File: src/rtl/write_pkg.sv
// Shared types and helpers for the output-BRAM write path: FSM states,
// packing geometry and the fill-count-to-byte-mask conversion.
`default_nettype none

package write_pkg;

    localparam int WORD_BITS       = 32;
    localparam int PIXEL_BITS      = 8;
    localparam int PIXELS_PER_WORD = WORD_BITS / PIXEL_BITS;
    localparam int FILL_W          = $clog2(PIXELS_PER_WORD + 1);

    typedef enum logic [0:0] {
        S_COLLECT = 1'b0,
        S_DONE    = 1'b1
    } state_t;

    // Lane i is enabled when fewer than fill pixels precede it.
    function automatic logic [PIXELS_PER_WORD-1:0] fill_to_mask(input logic [FILL_W-1:0] fill);
        logic [PIXELS_PER_WORD-1:0] mask;
        mask = '0;
        for (int i = 0; i < PIXELS_PER_WORD; i++) begin
            mask[i] = (FILL_W'(i) < fill);
        end
        return mask;
    endfunction

endpackage

`default_nettype wire

File: src/rtl/write_module_pixel_packer.sv
// Lane register and fill counter. word/fill/full describe the packed state
// including the pixel being sampled this cycle, so the caller can write on the same edge.
`default_nettype none

module pixel_packer
    import write_pkg::*;
#(
    parameter int DATA_WIDTH = 32,
    parameter int PIXEL_SIZE = 8
) (
    input  logic                  clk,
    input  logic                  reset,
    input  logic [PIXEL_SIZE-1:0] pixel,
    input  logic                  pixel_valid,
    input  logic                  clear,
    output logic [DATA_WIDTH-1:0] word,
    output logic [FILL_W-1:0]     fill,
    output logic                  full
);

    logic [DATA_WIDTH-1:0] lanes;
    logic [FILL_W-1:0]     count;

    always_comb begin
        word = lanes;
        fill = count;
        if (pixel_valid) begin
            for (int i = 0; i < PIXELS_PER_WORD; i++) begin
                if (count == FILL_W'(i)) begin
                    word[i*PIXEL_SIZE +: PIXEL_SIZE] = pixel;
                end
            end
            fill = count + FILL_W'(1);
        end
        full = (fill == FILL_W'(PIXELS_PER_WORD));
    end

    // Clearing after every completed or flushed word keeps unfilled lanes at zero.
    always_ff @(posedge clk or negedge reset) begin
        if (!reset) begin
            lanes <= '0;
            count <= '0;
        end else if (clear || full) begin
            lanes <= '0;
            count <= '0;
        end else begin
            lanes <= word;
            count <= fill;
        end
    end

endmodule

`default_nettype wire

File: src/rtl/write_module.sv
// Packs result pixels into words and writes them to the output BRAM from OUTPUT_ADDR.
// Optional PARTIAL_FLUSH_EN: flush a partial word on conv_done instead of discarding it.
`default_nettype none

module write_module
    import write_pkg::*;
#(
    parameter int                    DATA_WIDTH  = 32,
    parameter int                    ADDR_WIDTH  = 32,
    parameter logic [ADDR_WIDTH-1:0] OUTPUT_ADDR = 32'hA000_0000,
    parameter int                    PIXEL_SIZE  = 8
) (
    input  logic                  clk,
    input  logic                  reset,
    output logic [ADDR_WIDTH-1:0] bram_addr,
    output logic [DATA_WIDTH-1:0] bram_data,
    output logic [3:0]            write_enable,
    input  logic [PIXEL_SIZE-1:0] pixel,
    input  logic                  pixel_valid,
    input  logic                  conv_done
);

    localparam int IDX_W = ADDR_WIDTH - 2;

`ifdef PARTIAL_FLUSH_EN
    localparam bit FLUSH_EN = 1'b1;
`else
    localparam bit FLUSH_EN = 1'b0;
`endif

    state_t                state;
    logic [IDX_W-1:0]      word_index;
    logic [DATA_WIDTH-1:0] packed_word;
    logic [FILL_W-1:0]     packed_fill;
    logic                  packed_full;
    logic                  flush_evt;
    logic [ADDR_WIDTH-1:0] word_addr;

    // conv_done only acts on the edge where the FSM is still collecting.
    assign flush_evt = (state == S_COLLECT) && conv_done;
    assign word_addr = OUTPUT_ADDR + {word_index, 2'b00};

    pixel_packer #(
        .DATA_WIDTH (DATA_WIDTH),
        .PIXEL_SIZE (PIXEL_SIZE)
    ) u_packer (
        .clk         (clk),
        .reset       (reset),
        .pixel       (pixel),
        .pixel_valid (pixel_valid),
        .clear       (flush_evt),
        .word        (packed_word),
        .fill        (packed_fill),
        .full        (packed_full)
    );

    always_ff @(posedge clk or negedge reset) begin
        if (!reset) begin
            state        <= S_COLLECT;
            word_index   <= '0;
            bram_addr    <= OUTPUT_ADDR;
            bram_data    <= '0;
            write_enable <= '0;
        end else begin
            write_enable <= '0;

            case (state)
                S_COLLECT: if (conv_done)  state <= S_DONE;
                S_DONE:    if (!conv_done) state <= S_COLLECT;
                default:   state <= S_COLLECT;
            endcase

            if (packed_full) begin
                bram_data    <= packed_word;
                bram_addr    <= word_addr;
                write_enable <= '1;
                word_index   <= flush_evt ? '0 : word_index + IDX_W'(1);
            end else if (flush_evt) begin
                if (FLUSH_EN && (packed_fill != '0)) begin
                    bram_data    <= packed_word;
                    bram_addr    <= word_addr;
                    write_enable <= fill_to_mask(packed_fill);
                end
                word_index <= '0;
            end
        end
    end

endmodule

`default_nettype wire

File: config.mk
export PLATFORM = sky130hd
export DESIGN_NAME = write_module
export DESIGN_NICKNAME = d
export VERILOG_FILES = /design/src/rtl/write_pkg.sv /design/src/rtl/write_module_pixel_packer.sv /design/src/rtl/write_module.sv
export SDC_FILE = /design/constraint.sdc
export NUM_CORES = 1
export LEC_CHECK = 0
export BUFFER_PORTS_ARGS = -buffer_cell sky130_fd_sc_hd__buf_2
export CAP_MARGIN = 20
export CORE_MARGIN = 2
export CORE_UTILIZATION = 28
export DETAILED_ROUTE_END_ITERATION = 7
export GPL_ROUTABILITY_DRIVEN = 0
export GPL_TIMING_DRIVEN = 0
export SLEW_MARGIN = 20
export SYNTH_ARGS = -nofsm -noshare
export SYNTH_HDL_FRONTEND = slang
export SYNTH_SLANG_ARGS = --single-unit
File: constraint.sdc
create_clock -name clk -period 6.97 [get_ports clk]
set_input_delay 0.697 -clock clk [delete_from_list [all_inputs] [get_ports clk]]
set_output_delay 0.697 -clock clk [all_outputs]
set_load 0.005 [all_outputs]
# ---- Word-level counts from Yosys, hierarchy flattened
# Cells that the tools add are included.
# W data, S select, Z words.
dict set report word_totals {
  regBits 134
  in_bits 12
  word_cells 32
  out_inout_bits 68
}
dict set report classes {
  n_bitwise 1
  add_sub_neg 3
  n_mux 13
  reduce_logical 4
  n_eq_ne 4
}
# op count
set op_table {}
lappend op_table {{$mux W30} 3}
lappend op_table {{$mux W32} 2}
lappend op_table {{$add A32 B32 Y32 const A} 1}
lappend op_table {{$mux W8} 4}
lappend op_table {{$add A30 B1 Y30 const B} 1}
lappend op_table {{$eq A3 B2 Y1 const B} 2}
lappend op_table {{$mux W3} 2}
lappend op_table {{$mux W4} 1}
lappend op_table {{$add A3 B1 Y3 const B} 1}
lappend op_table {{$eq A3 B1 Y1 const B} 1}
lappend op_table {{$eq A3 B3 Y1 const B} 1}
lappend op_table {{$logic_not A3 Y1} 1}
lappend op_table {{$reduce_bool A2 Y1} 1}
lappend op_table {{$logic_and A1 B1 Y1} 1}
lappend op_table {{$logic_or A1 B1 Y1} 1}
lappend op_table {{$mux W1} 1}
lappend op_table {{$not A1 Y1} 1}

# ---- Logic depth before layout (Yosys ltp)
dict set report logic_depth {
  ltp_word 5
  ltp_mapped 10
  ltp_nobuf 7
}

# ---- Modules after synthesis
# From an unflattened synthesis, not the netlist that was laid out.
dict set report hier_totals {
  hier_cells 445
  hier_area_um2 5728.0
}
# module instances area_each_um2 cells_per_inst
set by_module_without_submodules {}
lappend by_module_without_submodules {write_module 1 4051.4 318}
lappend by_module_without_submodules {pixel_packer 1 1676.6 127}

# ---- Worst setup path after synthesis
# No wires, ideal clock.
dict set report synth_timing {
  path_type {register -> register}
  start {register u_packer.count[0]}
  end {register word_index[27]}
  required_time_ns 6.834
  setup_slack_ns 4.566
  path_buffers 3
  path_stages_with_launch 10
  setup_ns 0.136
  t_arrival_ns 2.267
  period_less_slack_ns 2.404
  path_cell_list {dfrtp_1 ha_1 ha_1 nor4bb_1 clkbuf_2 o211ai_2 buf_2 buf_2 o41ai_1 a21oi_1}
}
dict set report synth_via {
  elab_chain_cells 4
  word_cells_on_any_way 5
  cone_classes {add/sub (1); eq/ne (1); mux (2); reduce/logical (1)}
}
# item line_no
set synth_lines {}
lappend synth_lines {{start: declaration} write_module_pixel_packer.sv:22} ;# logic [FILL_W-1:0] count;
lappend synth_lines {{start signal: assignment} write_module_pixel_packer.sv:48} ;# count <= fill;
lappend synth_lines {{$add A3 B1 Y3} write_module_pixel_packer.sv:33} ;# fill = count + FILL_W'(1);
lappend synth_lines {{$mux W3 *} write_module_pixel_packer.sv:27} ;# if (pixel_valid) begin
lappend synth_lines {{$eq A3 B3 Y1 *} write_module_pixel_packer.sv:35} ;# full = (fill == FILL_W'(PIXELS_PER_WORD));
lappend synth_lines {{$mux W30 or $reduce_bool A2 Y1 (tied branches)} -}
lappend synth_lines {{end signal: assignment} write_module.sv:77} ;# word_index <= flush_evt ? '0 : word_index + IDX_W'(1);
lappend synth_lines {{end: declaration} write_module.sv:32} ;# logic [IDX_W-1:0] word_index;
# Mark *: on every way between the ends. The rest lies on a longest branch, timed or not.
# A chain may end at the register's enable or synchronous reset.

# ---- Final worst setup path
dict set report layout_timing {
  start {register u_packer.count[0]}
  end {register bram_data[12]}
}
dict set report layout_via {
  elab_chain_cells 3
  word_cells_on_any_way 6
  cone_classes {add/sub (1); eq/ne (2); mux (3)}
}
# item line_no
set layout_lines {}
lappend layout_lines {{$add A3 B1 Y3 or $eq A3 B1 Y1 (tied branches)} {write_module_pixel_packer.sv:33, write_module_pixel_packer.sv:29}}
lappend layout_lines {{$mux W3 or $mux W8 (tied branches)} {write_module_pixel_packer.sv:27, write_module_pixel_packer.sv:29}}
lappend layout_lines {{$eq A3 B3 Y1 or $mux W32 (tied branches)} {write_module_pixel_packer.sv:35, write_module_pixel_packer.sv:27}}
lappend layout_lines {{end signal: assignment} write_module.sv:74} ;# bram_data <= packed_word;
lappend layout_lines {{end signal: assignment} write_module.sv:80} ;# bram_data <= packed_word;
lappend layout_lines {{end: declaration} write_module.sv:16} ;# output logic [DATA_WIDTH-1:0] bram_data,
# Parallel ways exist; a longest one is shown, timed or not.

==> flow_summary_export.csv <==
group,metric,value,unit
power_and_ir_drop,vdd_drop_max,0.0001380,V
layout,fillers,2011,
worst_setup_path,arrival,3.18,ns
power_and_ir_drop,sw_frac_of_total,30.74,%
global_route,overflow,0,
floorplanning,start_util,28.73,%
synth,synth_edf_count,0,
worst_setup_path,path_buf_inv,4,
worst_setup_path,crit_family,"buffers and inverters",
sta,min_period_over_period,41.48,%
power_and_ir_drop,seqPwrFrac,41.2,%
drt,ant_nets,0,
synth,synth_warnings,0,
worst_setup_path,cpMaxStageDelayCell,"dfrtp_1",
worst_setup_path,cpMostUsedCell,"ha_1",
floorplanning,fp-row-count,51,
sta,maxSlewViolCount,0,
sta,period_minus_slack,2.891,ns
global_route,grt_pass1_vias,4397,
outcome,status,"finished clean",
synth,yosysUniqueCellTypes,53,
sta,setup_violations,0,
clocking,ctsHoldBuffers,0,
worst_setup_path,crit_path_cell_trace,"ha_1 > ha_1 > nor4bb_1 > clkbuf_2 > nor2_1 > inv_2 > buf_2 > buf_1 > a21oi_1",
drt,drtIter0Drc,276,
synth,synth_seq_cells,129,
drt,routedWlPerCell,14.89,µm
floorplanning,fp.dieW,145.8,µm
power_and_ir_drop,power.leakage,0.003456,µW
global_route,grt_use_total,13.72,%
synth,async_reset_ff_share,100.0,%
worst_setup_path,path_max_fanout,10,
clocking,worst_skew_pair.late_latency,0.43,ns
min_path,min_path_type,"input pin to asynchronous set/reset pin",
synth,synth-seq-area-share,57.39,%
sta,max_freq,345.9,MHz
power_and_ir_drop,power.density,356.8,mW/mm²
sta,finalHoldViolCount,0,
global_route,grt_max_degree,76,
drt,totalWireLength,13740,µm
sta,rsz0062_at_grt,"no",
power_and_ir_drop,combPwrFrac,22.0,%
drt,drc,0,
sta,fin_ws,4.079,ns
layout,diodes,0,
clocking,cts-resized-gates,0,
sta,tightest_slew,0.6244,ns
floorplanning,core,0.01959,mm²
placed_design,dpl.hpwl,9576,µm
clocking,cts_buffers,17,
sta,slew_headroom,57.99,%
clocking,clkTransAtPathRegs,0.06,ns
drt,vias,4296,
worst_setup_path,startpoint_type,"flop",
worst_setup_path,critPathKind,"flop to flop",
floorplanning,die_y,145.8,µm
layout,fin_util,35.67,%
worst_setup_path,max_stage_delay,0.49,ns
worst_setup_path,cp-end-kind,"flop",
synth,yosys_most_used_dff,"dfrtp_1",
synth,synth.avg_cell_area,10.27,µm²
synth,synthCells,548,
global_route,antenna_found_initial,1,
sta,clock_skew,0.006566,ns
power_and_ir_drop,power_switching,766.5,µW
job,max_cap_viol_count,0,
clocking,post_cts_buffers,0,
drt,vias_per_cell,4.654,
placed_design,port_buffers,76,
power_and_ir_drop,p_int,1727,µW
clocking,cts_root_buf,"clkbuf_16",
floorplanning,ioPinCount,80,
floorplanning,die_area,0.02125,mm²
clocking,clockBufferDepth,2,
clocking,cts_tree,"yes",
global_route,grt_pass1_wl,23140,µm
layout,nNetsFinal,664,
power_and_ir_drop,clockPowerShare,36.8,%
drt,dr.pass1.iters,4,
worst_setup_path,cp_data_required_time,7.26,ns
worst_setup_path,rrSetupSlack,4.08,ns
clocking,htreeDepth,4,
synth,synth_area,0.005629,mm²
layout,drive_above_1_share,21.12,%
layout,syn_to_final_growth,24.14,%
sta,fin_tns_setup,0,ns
clocking,clkSinkCount,129,
placed_design,dp_slack,4.101,ns
[synth_stat cells, drive strengths merged (3+ instances only)]
| library cell | number | area share (%) |
|---|---|---|
| or3 | 6 | 0.69 |
| a21oi | 55 | 4.9 |
| dfrtp | 127 | 56 |
| ha | 7 | 1.6 |
| clkbuf | 16 | 1.1 |
| o31ai | 8 | 1.1 |
| xnor2 | 3 | 0.47 |
| nand2b | 3 | 0.33 |
| nor4 | 5 | 0.56 |
| or4 | 9 | 1.2 |
| o21ai | 8 | 0.71 |
| and2 | 5 | 0.56 |
| o41ai | 5 | 0.78 |
| or4b | 4 | 0.78 |
| buf | 15 | 1.6 |
| inv | 8 | 0.53 |
| xor2 | 5 | 0.78 |
| nand2 | 98 | 6.6 |
| nor2 | 81 | 5.4 |
| o211ai | 3 | 0.49 |
| a2111oi | 3 | 1.2 |
| nand3 | 8 | 1.0 |
| mux2i | 34 | 6.0 |
| nand4 | 8 | 0.89 |
[routing by layer]
metal | share of wire, % | global-route usage [%]
met1 | 47 | 17.53
met4 | 1.6 | 4.853
met2 | 46 | 21.79
met5 | 0 | 0
met3 | 5.2 | 4.545
[cells by family after synthesis]
kind of cell / share of synthesized area (%)
AO/OA/AOI/OAI: 10.27
XOR/XNOR: 1.245
adder cells (fa/ha/maj): 1.556
buffers and inverters: 3.178
flip-flops: 57.39
multiplexers: 6.246
other: 0.06662
AND/OR/NAND/NOR: 20.05
[metrics by stage]
step / area, µm² / power [µW] / std cells / hold WS, ns
2_1_floorplan: 5633 / 1348 / 549 / 0.4014
6_report: 6988 / 2494 / 923 / 0.1752
3_3_place_gp: 6345 / 1588 / 890 / 0.4481
5_1_grt: 6988 / 2645 / 923 / 0.2005
3_5_place_dp: 6382 / 1603 / 891 / 0.4502
4_1_cts: 6988 / 2530 / 923 / 0.1965
[final timing paths]
kind                                                   from                        end  cells past startpoint
worst min register to register    bram_addr[26]$_DFFE_PN0P_  bram_addr[26]$_DFFE_PN0P_                      2
max in group asynchronous                             reset  word_index[8]$_DFFE_PN0P_                      2
worst min-delay path                                  reset  bram_data[20]$_DFFE_PN0P_                      1
min in group clk                                  conv_done            state$_DFF_PN0_                      1
worst max register to register  u_packer.count[0]$_DFF_PN0_  bram_data[12]$_DFFE_PN0P_                      9
worst max-delay path            u_packer.count[0]$_DFF_PN0_  bram_data[12]$_DFFE_PN0P_                      9
[power by group through the flow]
stage	combinational (µW)	sequential [µW]	clock, µW
floorplan	314	1030	0
CTS	564	1030	935
global route	624	1050	970
global placement	550	1040	0
detailed placement	560	1040	0
finish	550	1030	917
[cells in the final DEF (no fill, tap or decap), drive strengths merged, types with 9 or more instances in the layout]
master | synthesis | final
dfrtp | 127 | 127
nand2 | 98 | 98
buf | 15 | 92
nor2 | 81 | 81
a21oi | 55 | 55
mux2i | 34 | 34
clkbuf | 16 | 34
inv | 8 | 12
or4 | 9 | 9
[state kept, by name, summed over array words and instances, names as in the netlist]
register and cells:
word_index 30, bram_data 32, bram_addr 30, u_packer.lanes 32, state 1, u_packer.count 3, write_enable 1
[final cells by class]
cell class / count / area (µm²) / share of cell area [%]
buffer: 31 / 148.9 / 2.131
clock buffer: 18 / 429.2 / 6.141
clock inverter: 14 / 176.4 / 2.525
inverter: 8 / 30.03 / 0.4297
multi-input combinational: 381 / 2223 / 31.82
sequential: 129 / 3231 / 46.23
tap: 265 / 331.6 / 4.745
timing repair buffer: 77 / 417.9 / 5.980
No activity file was read; power rests on OpenSTA's default activity.
